--- config.mk ---
export PLATFORM = sky130hd
export DESIGN_NAME = sb_arbiter
export DESIGN_NICKNAME = d
export VERILOG_FILES = /design/src/rtl/sb_pkg.sv /design/src/rtl/sb_arb_split_tracker.sv /design/src/rtl/sb_arbiter.sv
export SDC_FILE = /design/constraint.sdc
export NUM_CORES = 1
export LEC_CHECK = 0
export BUFFER_PORTS_ARGS = -buffer_cell sky130_fd_sc_hd__buf_2
export CAP_MARGIN = 40
export CORE_MARGIN = 2
export CORE_UTILIZATION = 45
export DETAILED_ROUTE_END_ITERATION = 8
export GPL_TIMING_DRIVEN = 0
export PLACE_DENSITY = 0.69
export SETUP_SLACK_MARGIN = 0.1
export SYNTH_ARGS = -nofsm -noshare
export SYNTH_HDL_FRONTEND = slang
export SYNTH_SLANG_ARGS = --single-unit
export TNS_END_PERCENT = 50
--- constraint.sdc ---
create_clock -name sb_clk -period 4.15 [get_ports sb_clk]
set_input_delay 0.415 -clock sb_clk [delete_from_list [all_inputs] [get_ports sb_clk]]
set_output_delay 0.415 -clock sb_clk [all_outputs]
set_load 0.02 [all_outputs]
--- src/rtl/sb_pkg.sv ---
// Shared SB bus encodings and arbiter state type.
package sb_pkg;

    localparam logic [1:0] TransIdle   = 2'd0;
    localparam logic [1:0] TransBusy   = 2'd1;
    localparam logic [1:0] TransNonseq = 2'd2;
    localparam logic [1:0] TransSeq    = 2'd3;

    localparam logic [1:0] RespOkay  = 2'd1;
    localparam logic [1:0] RespError = 2'd2;
    localparam logic [1:0] RespSplit = 2'd3;

    localparam logic MasterM1 = 1'b1;
    localparam logic MasterM2 = 1'b0;

    // Bit 0 is the M2 grant, so each grant output comes straight from one flop.
    typedef enum logic [1:0] {
        ArbM1   = 2'b00,
        ArbM2   = 2'b01,
        ArbPark = 2'b10
    } arb_state_e;

endpackage

--- src/rtl/sb_arb_split_tracker.sv ---
// Per-master split mask: a SPLIT sets the bit, a slave release clears it, set wins.
module sb_arb_split_tracker (
    input  logic       clk_i,
    input  logic       rst_i,
    input  logic [1:0] set_i,
    input  logic [1:0] release_i,
    output logic [1:0] mask_o
);

    logic [1:0] mask_q, mask_d;

    always_comb begin
        mask_d = set_i | (mask_q & ~release_i);
    end

    always_ff @(posedge clk_i) begin
        if (rst_i) begin
            mask_q <= 2'b00;
        end else begin
            mask_q <= mask_d;
        end
    end

    assign mask_o = mask_q;

endmodule

--- src/rtl/sb_arbiter.sv ---
// Two-master SB bus arbiter with lock, hold limit and SPLIT masking.
// Define SB_ARB_ROUND_ROBIN_EN for round-robin; default is fixed priority M1 over M2.
module sb_arbiter
    import sb_pkg::*;
#(
    parameter int unsigned MAX_HOLD = 16,
    parameter int unsigned HOLD_W   = 5
) (
    input  logic       sb_clk,
    input  logic       sb_reset,
    input  logic       sb_busreq_m1,
    input  logic       sb_busreq_m2,
    input  logic       sb_lock_m1,
    input  logic       sb_lock_m2,
    input  logic [1:0] sb_trans,
    input  logic       sb_ready,
    input  logic [1:0] sb_resp,
    input  logic [1:0] sb_split,
    output logic       sb_grant_m1,
    output logic       sb_grant_m2,
    output logic       sb_master,
    output logic       sb_mastlock
);

    arb_state_e        state_q, state_d, park_pick;
    logic [HOLD_W-1:0] hold_cnt_q, hold_cnt_d;
    logic              mastlock_q, mastlock_d;
    logic [1:0]        split_mask, split_set;
    logic              elig_m1, elig_m2, owner_m2, boundary, beat, split_hit, hold_expired;
    logic [1:0]        state_bits;
    logic              fixed_prio;

    assign elig_m1      = sb_busreq_m1 & ~split_mask[0];
    assign elig_m2      = sb_busreq_m2 & ~split_mask[1];
    assign owner_m2     = (state_q == ArbM2);
    assign boundary     = sb_ready & ((sb_trans == TransIdle) | (sb_trans == TransNonseq));
    assign beat         = sb_ready & ((sb_trans == TransNonseq) | (sb_trans == TransSeq));
    assign split_hit    = sb_ready & (sb_resp == RespSplit);
    assign hold_expired = (hold_cnt_q >= HOLD_W'(MAX_HOLD));
    assign split_set    = split_hit ? (owner_m2 ? 2'b10 : 2'b01) : 2'b00;

`ifdef SB_ARB_ROUND_ROBIN_EN
    logic last_m2_q, last_m2_d;

    assign fixed_prio = 1'b0;
    assign park_pick  = last_m2_q ? ArbM1 : ArbM2;

    always_comb begin
        last_m2_d = last_m2_q;
        if (state_d == ArbM2) begin
            last_m2_d = 1'b1;
        end else if (state_d == ArbM1) begin
            last_m2_d = 1'b0;
        end
    end

    always_ff @(posedge sb_clk) begin
        if (sb_reset) begin
            last_m2_q <= 1'b0;
        end else begin
            last_m2_q <= last_m2_d;
        end
    end
`else
    assign fixed_prio = 1'b1;
    assign park_pick  = ArbM1;
`endif

    sb_arb_split_tracker u_split_tracker (
        .clk_i     (sb_clk),
        .rst_i     (sb_reset),
        .set_i     (split_set),
        .release_i (sb_split),
        .mask_o    (split_mask)
    );

    always_ff @(posedge sb_clk) begin
        if (sb_reset) begin
            state_q    <= ArbM1;
            hold_cnt_q <= '0;
            mastlock_q <= 1'b0;
        end else begin
            state_q    <= state_d;
            hold_cnt_q <= hold_cnt_d;
            mastlock_q <= mastlock_d;
        end
    end

    always_comb begin
        state_d    = state_q;
        mastlock_d = mastlock_q;
        if (split_hit) begin
            mastlock_d = 1'b0;
            if (owner_m2) begin
                state_d = elig_m1 ? ArbM1 : ArbPark;
            end else begin
                state_d = elig_m2 ? ArbM2 : ArbPark;
            end
        end else if (boundary) begin
            if (!mastlock_q) begin
                unique case (state_q)
                    ArbM1: begin
                        if ((!elig_m1 || hold_expired) && elig_m2) state_d = ArbM2;
                    end
                    ArbM2: begin
                        // Fixed priority lets M1 reclaim at M2's first boundary.
                        if (elig_m1 && (fixed_prio || !elig_m2 || hold_expired)) state_d = ArbM1;
                    end
                    ArbPark: begin
                        if (elig_m1 && elig_m2) state_d = park_pick;
                        else if (elig_m1)       state_d = ArbM1;
                        else if (elig_m2)       state_d = ArbM2;
                    end
                    default: state_d = ArbM1;
                endcase
            end
            unique case (state_d)
                ArbM1:   mastlock_d = sb_lock_m1;
                ArbM2:   mastlock_d = sb_lock_m2;
                default: mastlock_d = 1'b0;
            endcase
        end
    end

    always_comb begin
        hold_cnt_d = hold_cnt_q;
        if ((state_d == ArbM2) != owner_m2) begin
            hold_cnt_d = '0;
        end else if (beat && (hold_cnt_q != '1)) begin
            hold_cnt_d = hold_cnt_q + {{(HOLD_W-1){1'b0}}, 1'b1};
        end
    end

    always_comb begin
        state_bits  = state_q;
        sb_grant_m2 = state_bits[0];
        sb_grant_m1 = ~state_bits[0];
        sb_master   = state_bits[0] ? MasterM2 : MasterM1;
        sb_mastlock = mastlock_q;
    end

endmodule

== After elaboration in Yosys (flattened, before gate mapping) ==
Cells that the tools add are included.

* Logic and storage cells: 56
* Input port bits: 13
* Output and inout bits: 4
* Register bits after elaboration: 10

* Mux-type cells: 18
* Reductions and logical operators: 10
* Bitwise logic cells: 13
* Eq/ne operators: 9
* $lt $le $gt $ge: 1
* $add $sub $neg: 1

{| class="wikitable"
|+ Operators with widths
! operator !! count
|-
| two-way mux 2 bit || 15
|-
| == test 2 bit, second input constant || 4
|-
| == test 2 x 1 -> 1 bit, second input constant || 3
|-
| logical NOT 2 bit || 3
|-
| one-hot mux 2 bit (3 select lines) || 1
|-
| adder 5 x 1 -> 5 bit, second input constant || 1
|-
| bitwise AND 1 bit || 5
|-
| >= comparator 5 bit, second input constant || 1
|-
| inequality test 5 bit, second input constant || 1
|-
| OR reduction 2 bit || 2
|-
| logical AND 1 bit || 3
|-
| inverter 1 bit || 3
|-
| bitwise AND 2 bit || 1
|-
| inverter 2 bit || 1
|-
| bitwise OR 1 bit || 2
|-
| bitwise OR 2 bit || 1
|-
| one-hot mux 1 bit (2 select lines) || 1
|-
| logical NOT 1 bit || 1
|-
| logical OR 1 bit || 1
|-
| two-way mux 1 bit || 1
|-
| inequality test 1 bit || 1
|}

== Depth between registers and ports, before layout ==
Gate-level depths: netlist of the first run.

* Depth after elaboration: 15
* Gate-level depth with buffers: 9
* Gate-level depth less buffers: 8

== By module ==
Synthesis of the first run repeated with hierarchy kept, for this count alone.

* Cells, all modules: 83
* Area, all modules: 696.9 sq um

{| class="wikitable"
|+ By module, submodules not included
! module !! area each (sq um) !! sequential area each (sq um) !! times used !! cells an instance
|-
| sb_arbiter || 626.9 || 160.2 || 1 || 75
|-
| sb_arb_split_tracker || 70.1 || 40.0 || 1 || 8
|}

== Worst setup path after synthesis of the first run ==
Ideal clock, no wire load.

* Path type: register to register
* From: register state_q[0] (netlist: state_bits[0])
* To: register hold_cnt_q[0]
* Cell stages (with the launch flop): 6
* Setup slack: 2.317 ns
* Setup time: 0.072 ns
* Data arrival time: 1.761 ns
* Required time: 4.078 ns
* Cell sequence: dfxtp_1 nor2b_4 nand2_1 a2111o_1 a211oi_4 mux2i_1

* Word-level cells in the longest chain between the ends: 12

{| class="wikitable"
|+ Ends and longest elaborated chain
! item !! RTL line !! text
|-
| start: declaration || sb_arbiter.sv:25 || <nowiki>arb_state_e state_q, state_d, park_pick;</nowiki>
|-
| start signal: assignment || sb_arbiter.sv:79 || <nowiki>state_q <= ArbM1;</nowiki>
|-
| start signal: assignment || sb_arbiter.sv:83 || <nowiki>state_q <= state_d;</nowiki>
|-
| two-way mux 2 bit || sb_arbiter.sv:112 || <nowiki>else if (elig_m2) state_d = ArbM2;</nowiki>
|-
| two-way mux 2 bit || sb_arbiter.sv:111 || <nowiki>else if (elig_m1) state_d = ArbM1;</nowiki>
|-
| two-way mux 2 bit || sb_arbiter.sv:110 || <nowiki>if (elig_m1 && elig_m2) state_d = park_pick;</nowiki>
|-
| one-hot mux 2 bit (3 select lines) || sb_arbiter.sv:101 || <nowiki>unique case (state_q)</nowiki>
|-
| two-way mux 2 bit || sb_arbiter.sv:100 || <nowiki>if (!mastlock_q) begin</nowiki>
|-
| two-way mux 2 bit || sb_arbiter.sv:99 || <nowiki>end else if (boundary) begin</nowiki>
|-
| two-way mux 2 bit || sb_arbiter.sv:92 || <nowiki>if (split_hit) begin</nowiki>
|-
| two-way mux 2 bit || sb_arbiter.sv:99 ||
|-
| two-way mux 2 bit || sb_arbiter.sv:92 ||
|-
| == test 2 x 1 -> 1 bit || sb_arbiter.sv:127 || <nowiki>if ((state_d == ArbM2) != owner_m2) begin</nowiki>
|-
| inequality test 1 bit (*) || sb_arbiter.sv:127 ||
|-
| OR reduction 2 bit (no source line) (*) || n/a ||
|-
| end signal: assignment || sb_arbiter.sv:84 || <nowiki>hold_cnt_q <= hold_cnt_d;</nowiki>
|-
| end: declaration || sb_arbiter.sv:26 || <nowiki>logic [HOLD_W-1:0] hold_cnt_q, hold_cnt_d;</nowiki>
|}

Mark *: on every way between the ends. The rest lies on a longest branch, timed or not. The select of a mux whose other input is x is not followed.
A chain may end at the register's enable or synchronous reset.

== Worst setup path in the final report of the first run ==
* From: register hold_cnt_q[0]
* To: register hold_cnt_q[1]

* Word-level cells in the longest chain between the ends: 13

{| class="wikitable"
|+ Ends and longest elaborated chain
! item !! RTL line !! text
|-
| >= comparator 5 bit || sb_arbiter.sv:39 || <nowiki>assign hold_expired = (hold_cnt_q >= HOLD_W'(MAX_HOLD));</nowiki>
|-
| logical OR 1 bit || sb_arbiter.sv:103 || <nowiki>if ((!elig_m1 || hold_expired) && elig_m2) state_d = ArbM2;</nowiki>
|-
| logical AND 1 bit || sb_arbiter.sv:103 ||
|-
| two-way mux 2 bit || sb_arbiter.sv:103 ||
|-
| one-hot mux 2 bit (3 select lines) || sb_arbiter.sv:101 ||
|-
| two-way mux 2 bit || sb_arbiter.sv:100 ||
|-
| two-way mux 2 bit || sb_arbiter.sv:99 ||
|-
| two-way mux 2 bit || sb_arbiter.sv:92 ||
|-
| two-way mux 2 bit || sb_arbiter.sv:99 ||
|-
| two-way mux 2 bit || sb_arbiter.sv:92 ||
|-
| == test 2 x 1 -> 1 bit || sb_arbiter.sv:127 ||
|-
| inequality test 1 bit || sb_arbiter.sv:127 ||
|-
| OR reduction 2 bit (no source line) || n/a ||
|}

Parallel ways exist; a longest one is shown, timed or not. The select of a mux whose other input is x is not followed.

==> key figures, run 1 <==
Power
  • P_sw: 0.0000604 W
  • Clk network pwr share: 0.313
  • Comb pwr share: 0.209
  • Sequential power share: 0.478
  • PwrDens: 267 mW/mm^2
  • Worst vdd ir: 0.164 mV
  • Leakage: 0.348 nW
  • Sw Share: 0.282
  • P_int: 0.000154 W

Timing
  • Slew Viols, Final: 0
  • RSZ-0062 raised after global routing: false
  • Fin crit period: 1.91 ns
  • Max-slew headroom: 0.686
  • Final hold vios: 0
  • Highest Clock Rate: 523 MHz
  • Fin Hold WS: 0.402 ns
  • Final setup vio count: 0
  • Slew @ Worst Pin: 0.466 ns
  • Setup TNS Final: 0 ns
  • Skew final: 0.00663 ns
  • Period Utilization, post-route: 0.461

Drt
  • DRC viols: 0
  • Final WL: about 1300 microns
  • Total vias in the final route: roughly 630
  • DR vias/cell: 5.31
  • Iter 0 DRT Violations: 10
  • Post-DRT Antenna Nets: 0
  • Pre-Repair DR Iteration Count: 4
  • WL/cell: 10.9 microns

Setup path
  • Worst setup SP type: flip-flop
  • Worst setup EP type: flip-flop
  • Crit Path Max Fanout: 5
  • CP Cell Sequence: ha_1 -> and3_1 -> ha_1 -> and3b_1 -> clkbuf_1 -> mux2_2 -> nand2_1 -> mux2i_1
  • CP max stage delay: 0.37 ns
  • Top cell by count, worst path: ha_1
  • Reg2Reg Depth: 8
  • Critical path's slowest cell: mux2_2
  • CP required: approximately 4.3 ns
  • CP arrival: 2.06 ns
  • Crit path from: hold_cnt_q[0]$_SDFFE_PP0P_
  • Worst R2R Setup Slack: 2.24 ns
  • Critical path class: reg2reg
  • Critical R2R Launch: hold_cnt_q[0]$_SDFFE_PP0P_

Placed design
  • Routability cong.: 0.791
  • Port bufs: 16
  • DP Wirelength: ~1000 microns

Cells and area
  • Multi-input logic area: 444 sq um
  • Register Area: 200 sq um
  • NumNets Final: 119
  • Layout cell share with drive strength beyond 1: 0.255
  • Fill cells: about 150
  • Layout area overhead: 18.1%
  • Commonest non-fill, non-tap cell in the layout: buf_2
  • Antenna Cells: 0
  • Most frequent cells in the layout: 16 x buf_2, 12 x nand2_1, 10 x dfxtp_1, 9 x nor2_1, 6 x mux2i_1

Clock network
  • Clk Latency, worst-skew pair: 0.27 ns
  • Post_cts resized: 0
  • CTS Sinks: 10
  • CTS root buf: clkbuf_4
  • CTS tree: yes
  • H-Tree Depth: 1
  • Hold_buf cts: 0
  • Clock buffer depth: 2
  • Setup Fix Bufs, Post-CTS: 0
  • CTS Buf Count: 3
  • Worst-path clk slew: 0.07 ns

Synthesis
  • Post-synth EDFFs: 0
  • Mean Syn Cell Area: 8.17 sq um
  • Netlist Area Pre-Place: 678 sq um
  • Count of different cell masters after synthesis: 32
  • Sequential area share after synthesis: 0.295
  • Post-synth net total: 98
  • Ys flop type: dfxtp_1
  • FFs w/ async S/R, synth: 0
  • Yosys reg bits: 10
  • Synth Warn #: 0
  • Cells after synthesis: 83

Floorplanning
  • Initial core utilization: 0.466
  • Core Region: ~0.0015 sq mm
  • Io pins: 17
  • Die H: 42.8 microns
  • FP Rows: 14
  • Die area: 0.00183 sq mm
  • Die Width: between 40 and 50 microns

Hold path
  • HP Start: sb_reset
  • Worst min-delay path category: in2reg
  • Hold Path Cell Cnt: 2

Status
  • Status: finished clean

Global route
  • Vias in the first global route: 547
  • Largest net degree at the start of global routing: 10
  • Tot GR Track Use: 0.163
  • Initial antenna violation count: 0
  • GRT overflow: 0
  • First-pass GRT wire length: 2190 microns

Run
  • MaxCap Viol Count: 0
synthesized netlist by cell type, types with 2 or more instances:
library cell  number  share of area
mux2_2             2          0.033
dfxtp_1           10           0.30
nor2b_1            2          0.018
nor2_1             9          0.050
nand2_1           12          0.066
mux2i_1            6          0.089
nand2b_1           2          0.018
and3_1             2          0.018
buf_4              2          0.022
nand4_1            2          0.018
a21oi_1            5          0.037
inv_1              4          0.022
nand3_1            4          0.030
xnor2_1            2          0.026
ha_1               2          0.037
layout make-up:
type,instances,share of cell area
Sequential cell,10,0.250
Clock buffer,3,0.0281
Multi-Input combinational cell,66,0.555
Buffer,3,0.0234
Inverter,4,0.0188
Timing Repair Buffer,16,0.100
Tap cell,16,0.0250
power groups by stage:
stage	combinational (W)	sequential, W	clock (W)
3_3_place_gp	0.0000448	0.000104	0
4_1_cts	0.0000453	0.000102	0.0000705
3_5_place_dp	0.0000452	0.000105	0
5_1_grt	0.0000501	0.000103	0.0000720
6_report	0.0000447	0.000102	0.0000669
2_1_floorplan	0.0000306	0.000105	0
layer usage:
metal	vias up	wire length, microns	GRT usage
met2	13	618	0.282
met1	282	575	0.172
met3	5	54	0.0255
li1	326	-	-
met5	-	0	0
met4	0	39	0.131
sequential cells by signal (all words and copies together) (netlist names):
name	flops
hold_cnt_q	5
sb_mastlock	1
state_bits	2
u_split_tracker.mask_o	2
logic make-up after synthesis:
kind of cell	Yosys count	synth area share
and+or+nand+nor	38	0.286
adders and majority gates	2	0.0369
DFF	10	0.295
muxes	8	0.122
AOI/OAI and AO/OA	15	0.172
buffers and inverters	7	0.0498
xor gates and xnor gates	3	0.0388
worst max-delay path: cells and delay by family, from the launching register on:
family / cells / cell delay (ns)
simple gates: 3 / 0.44
mux: 2 / 0.43
fa+ha+maj: 2 / 0.38
flops: 1 / 0.33
buf+inv: 1 / 0.21
final timing paths:
path | endpoint
worst max register to register | hold_cnt_q[1]$_SDFFE_PP0P_
worst max-delay path | hold_cnt_q[1]$_SDFFE_PP0P_
worst min-delay path | u_split_tracker.mask_o[0]$_SDFF_PP0_
worst min register to register | u_split_tracker.mask_o[0]$_SDFF_PP0_
stage by stage:
stage                     total power (W)  instance area [sq um]  setup slack, ns  cells  utilization
after floorplan                  0.000136                    678             2.32     83            -
after global placement           0.000149                    778             2.13    115        0.535
after detailed placement         0.000150                    778             2.10    115        0.535
after CTS                        0.000218                    801             2.22    118        0.551
after global routing             0.000225                    801             2.02    118        0.551
final                            0.000214                    801             2.24    118        0.551
No activity file was read; power rests on OpenSTA's default activity.
==> run 2, diff against run 1 <==
- PLACE_DENSITY: 0.69 -> 0.72
- clock period: 4.15 -> 1.6 ns (I/O delays scaled with it)
==> run 2 against run 1 <==
  * The flow now finishes with violations (setup timing)
  * Critical path type unchanged
  * Sequential share of layout area down 2.9 points
  * Via count up 7.3%
  * Fmax up 8.6%
  * Utilization up 9.9 points
  * Critical endpoint unchanged
  * Power rose to 3.0 times the previous value
  * Wire length up 12%
==> key figures, run 2 (same netlist as run 1, synthesis figures left out) <==
Setup path
  • Worst setup SP type: flip-flop
  • CP required: 1.79 ns (-2.50 ns)
  • Critical path class: reg2reg
  • CP arrival: 1.95 ns (-0.11 ns)
  • Crit Path Max Fanout: 5 (unchanged)
  • Worst setup EP type: flip-flop

Clock network
  • CTS Buf Count: 3 (unchanged)
  • Clock buffer depth: 2 (unchanged)
  • Worst-path clk slew: 0.08 ns (about the same)
  • CTS root buf: clkbuf_4
  • Clk Latency, worst-skew pair: 0.27 ns (about the same)
  • CTS tree: yes
  • H-Tree Depth: 1 (unchanged)
  • CTS Sinks: 10 (unchanged)

Drt
  • Pre-Repair DR Iteration Count: 4 (unchanged)
  • Post-DRT Antenna Nets: 0 (unchanged)
  • WL/cell: 11.4 microns (+4.9%)
  • Total vias in the final route: 672 (+7.3%)
  • Iter 0 DRT Violations: 24 (+14)
  • DR vias/cell: 5.33 (+0.53%)
  • DRC viols: 0 (unchanged)
  • Final WL: 1440 microns (+12%)

Cells and area
  • Most frequent cells in the layout: 16 x buf_2, 12 x nand2_1, 9 x nor2_1, 6 x mux2i_1, 6 x buf_4
  • Most flops, register: hold_cnt_q
  • Register Area: 209 sq um (+4.4%)
  • Antenna Cells: 0 (unchanged)
  • NumNets Final: 126 (+5.9%)
  • Multi-input logic area: 492 sq um (+11%)
  • Fill cells: 130 (-16%)
  • Layout area overhead: 39.3%
  • Commonest non-fill, non-tap cell in the layout: buf_2
  • Largest register FFs: 5 (unchanged)
  • Layout cell share with drive strength beyond 1: 0.418 (+0.163)

Global route
  • Most Crowded Layer GR: met2
  • Vias in the first global route: 588 (+7.5%)
  • Met1 Use GR: 0.200 (+0.0277)
  • Tot GR Track Use: 0.172 (+0.00849)
  • Initial antenna violation count: 0 (unchanged)
  • GRT overflow: 0 (unchanged)
  • GRT met2 Usage: 0.306 (+0.0242)
  • Met3 Usage GRT: 0.0638 (+0.0383)
  • Largest net degree at the start of global routing: 10 (unchanged)
  • First-pass GRT wire length: 2390 microns (+8.8%)

Timing
  • Highest Clock Rate: 568 MHz (+8.6%)
  • Skew final: 0.00367 ns (-0.00296 ns)
  • Fin Hold WS: 0.125 ns (-0.277 ns)
  • Slew Viols, Final: 0 (unchanged)
  • Final hold vios: 0 (unchanged)
  • RSZ-0062 raised after global routing: true
  • Setup TNS Final: -0.648 ns (-0.648 ns)
  • Period Utilization, post-route: 1.10 (+0.640)
  • Fin crit period: 1.76 ns (-0.151 ns)
  • Max-slew headroom: 0.671 (-0.0158)
  • Slew @ Worst Pin: 0.490 ns (+0.0235 ns)
  • Min setup slack post-route: -0.160 ns (-2.40 ns)
  • Final setup vio count: 5 (+5)

Floorplanning
  • Die Width: 42.8 microns (unchanged)
  • Die area: 0.00183 sq mm (unchanged)
  • Die H: 42.8 microns (unchanged)
  • Core Region: 0.00145 sq mm (unchanged)
  • Io pins: 17 (unchanged)
  • Initial core utilization: 0.466 (unchanged)
  • FP Rows: 14 (unchanged)

Power
  • Sequential power share: 0.411 (-0.067)
  • Worst vdd ir: 0.643 mV (+290%)
  • Sw Share: 0.273 (-0.00853)
  • Clk network pwr share: 0.366 (+0.053)
  • Leakage: 0.409 nW (+17%)
  • Comb pwr share: 0.223 (+0.014)
  • P_int: 0.000471 W (+210%)
  • PwrDens: 686 mW/mm^2 (+160%)
  • P_sw: 0.000177 W (+190%)

Placed design
  • DP Wirelength: 1040 microns (+2.3%)
  • Routability cong.: 0.792 (+0.16%)
  • Port bufs: 16 (unchanged)

Status
  • Violations in the final reports: setup timing
  • Status: finished, violations left

Run
  • MaxCap Viol Count: 0 (unchanged)

Hold path
  • Worst min-delay path category: in2reg
run 2: timing repair:
item                                    in CTS  in global routing
buffers inserted                             4                  3
endpoints found under the setup margin       5                  6
gates resized for setup                      8                  4
pin swaps                                    4                  2
hold buffers                                 0                  0
run 2: area by class of cell:
class                      count  area share
buffer                         3      0.0344
inverter                       4      0.0159
sequential                    10       0.221
timing repair buffer          23       0.148
multi-input combinational     66       0.521
clock buffer                   4      0.0384
tap                           16      0.0212
run 2: power by group through the flow:
stage | clock network, W | registers [W] | logic (W)
after floorplan | 0 | 0.000273 | 0.0000844
after global placement | 0 | 0.000271 | 0.000121
after detailed placement | 0 | 0.000271 | 0.000123
after CTS | 0.000244 | 0.000266 | 0.000137
after global routing | 0.000253 | 0.000268 | 0.000159
final | 0.000238 | 0.000266 | 0.000144
run 2: worst paths after layout:
path,from,end,slack [ns],cells after the start
max,state_bits[1]$_SDFF_PP0_,hold_cnt_q[1]$_SDFFE_PP0P_,-0.16,7
min,sb_reset,state_bits[0]$_SDFF_PP0_,0.12,2
max reg2reg,state_bits[1]$_SDFF_PP0_,hold_cnt_q[1]$_SDFFE_PP0P_,-0.16,7
min reg2reg,u_split_tracker.mask_o[0]$_SDFF_PP0_,u_split_tracker.mask_o[0]$_SDFF_PP0_,0.48,2
run 2: metrics by stage:
step                power (W)  std cells  area [sq um]  setup slack, ns   util
finish               0.000648        126           945           -0.160  0.650
global route         0.000680        126           945           -0.244  0.650
global placement     0.000392        115           806           -0.249  0.554
CTS                  0.000646        123           906           -0.163  0.623
floorplan            0.000357         83           706           -0.105      -
detailed placement   0.000394        115           806           -0.261  0.554
run 2: metal layers:
| metal | part of all wire | routed length (microns) |
|---|---|---|
| met1 | 0.42 | 603 |
| met2 | 0.52 | 747 |
| met3 | 0.062 | 90 |
| met4 | 0 | 0 |
| met5 | 0 | 0 |
run 2: worst max-delay path, stage by stage (launching register included):
cell and delay, ns:
dfxtp_2 0.32, buf_6 0.12, nor2b_1 0.10, o211ai_1 0.11, a2111o_1 0.44, a211oi_4 0.26
buf_6 0.15, mux2i_1 0.19
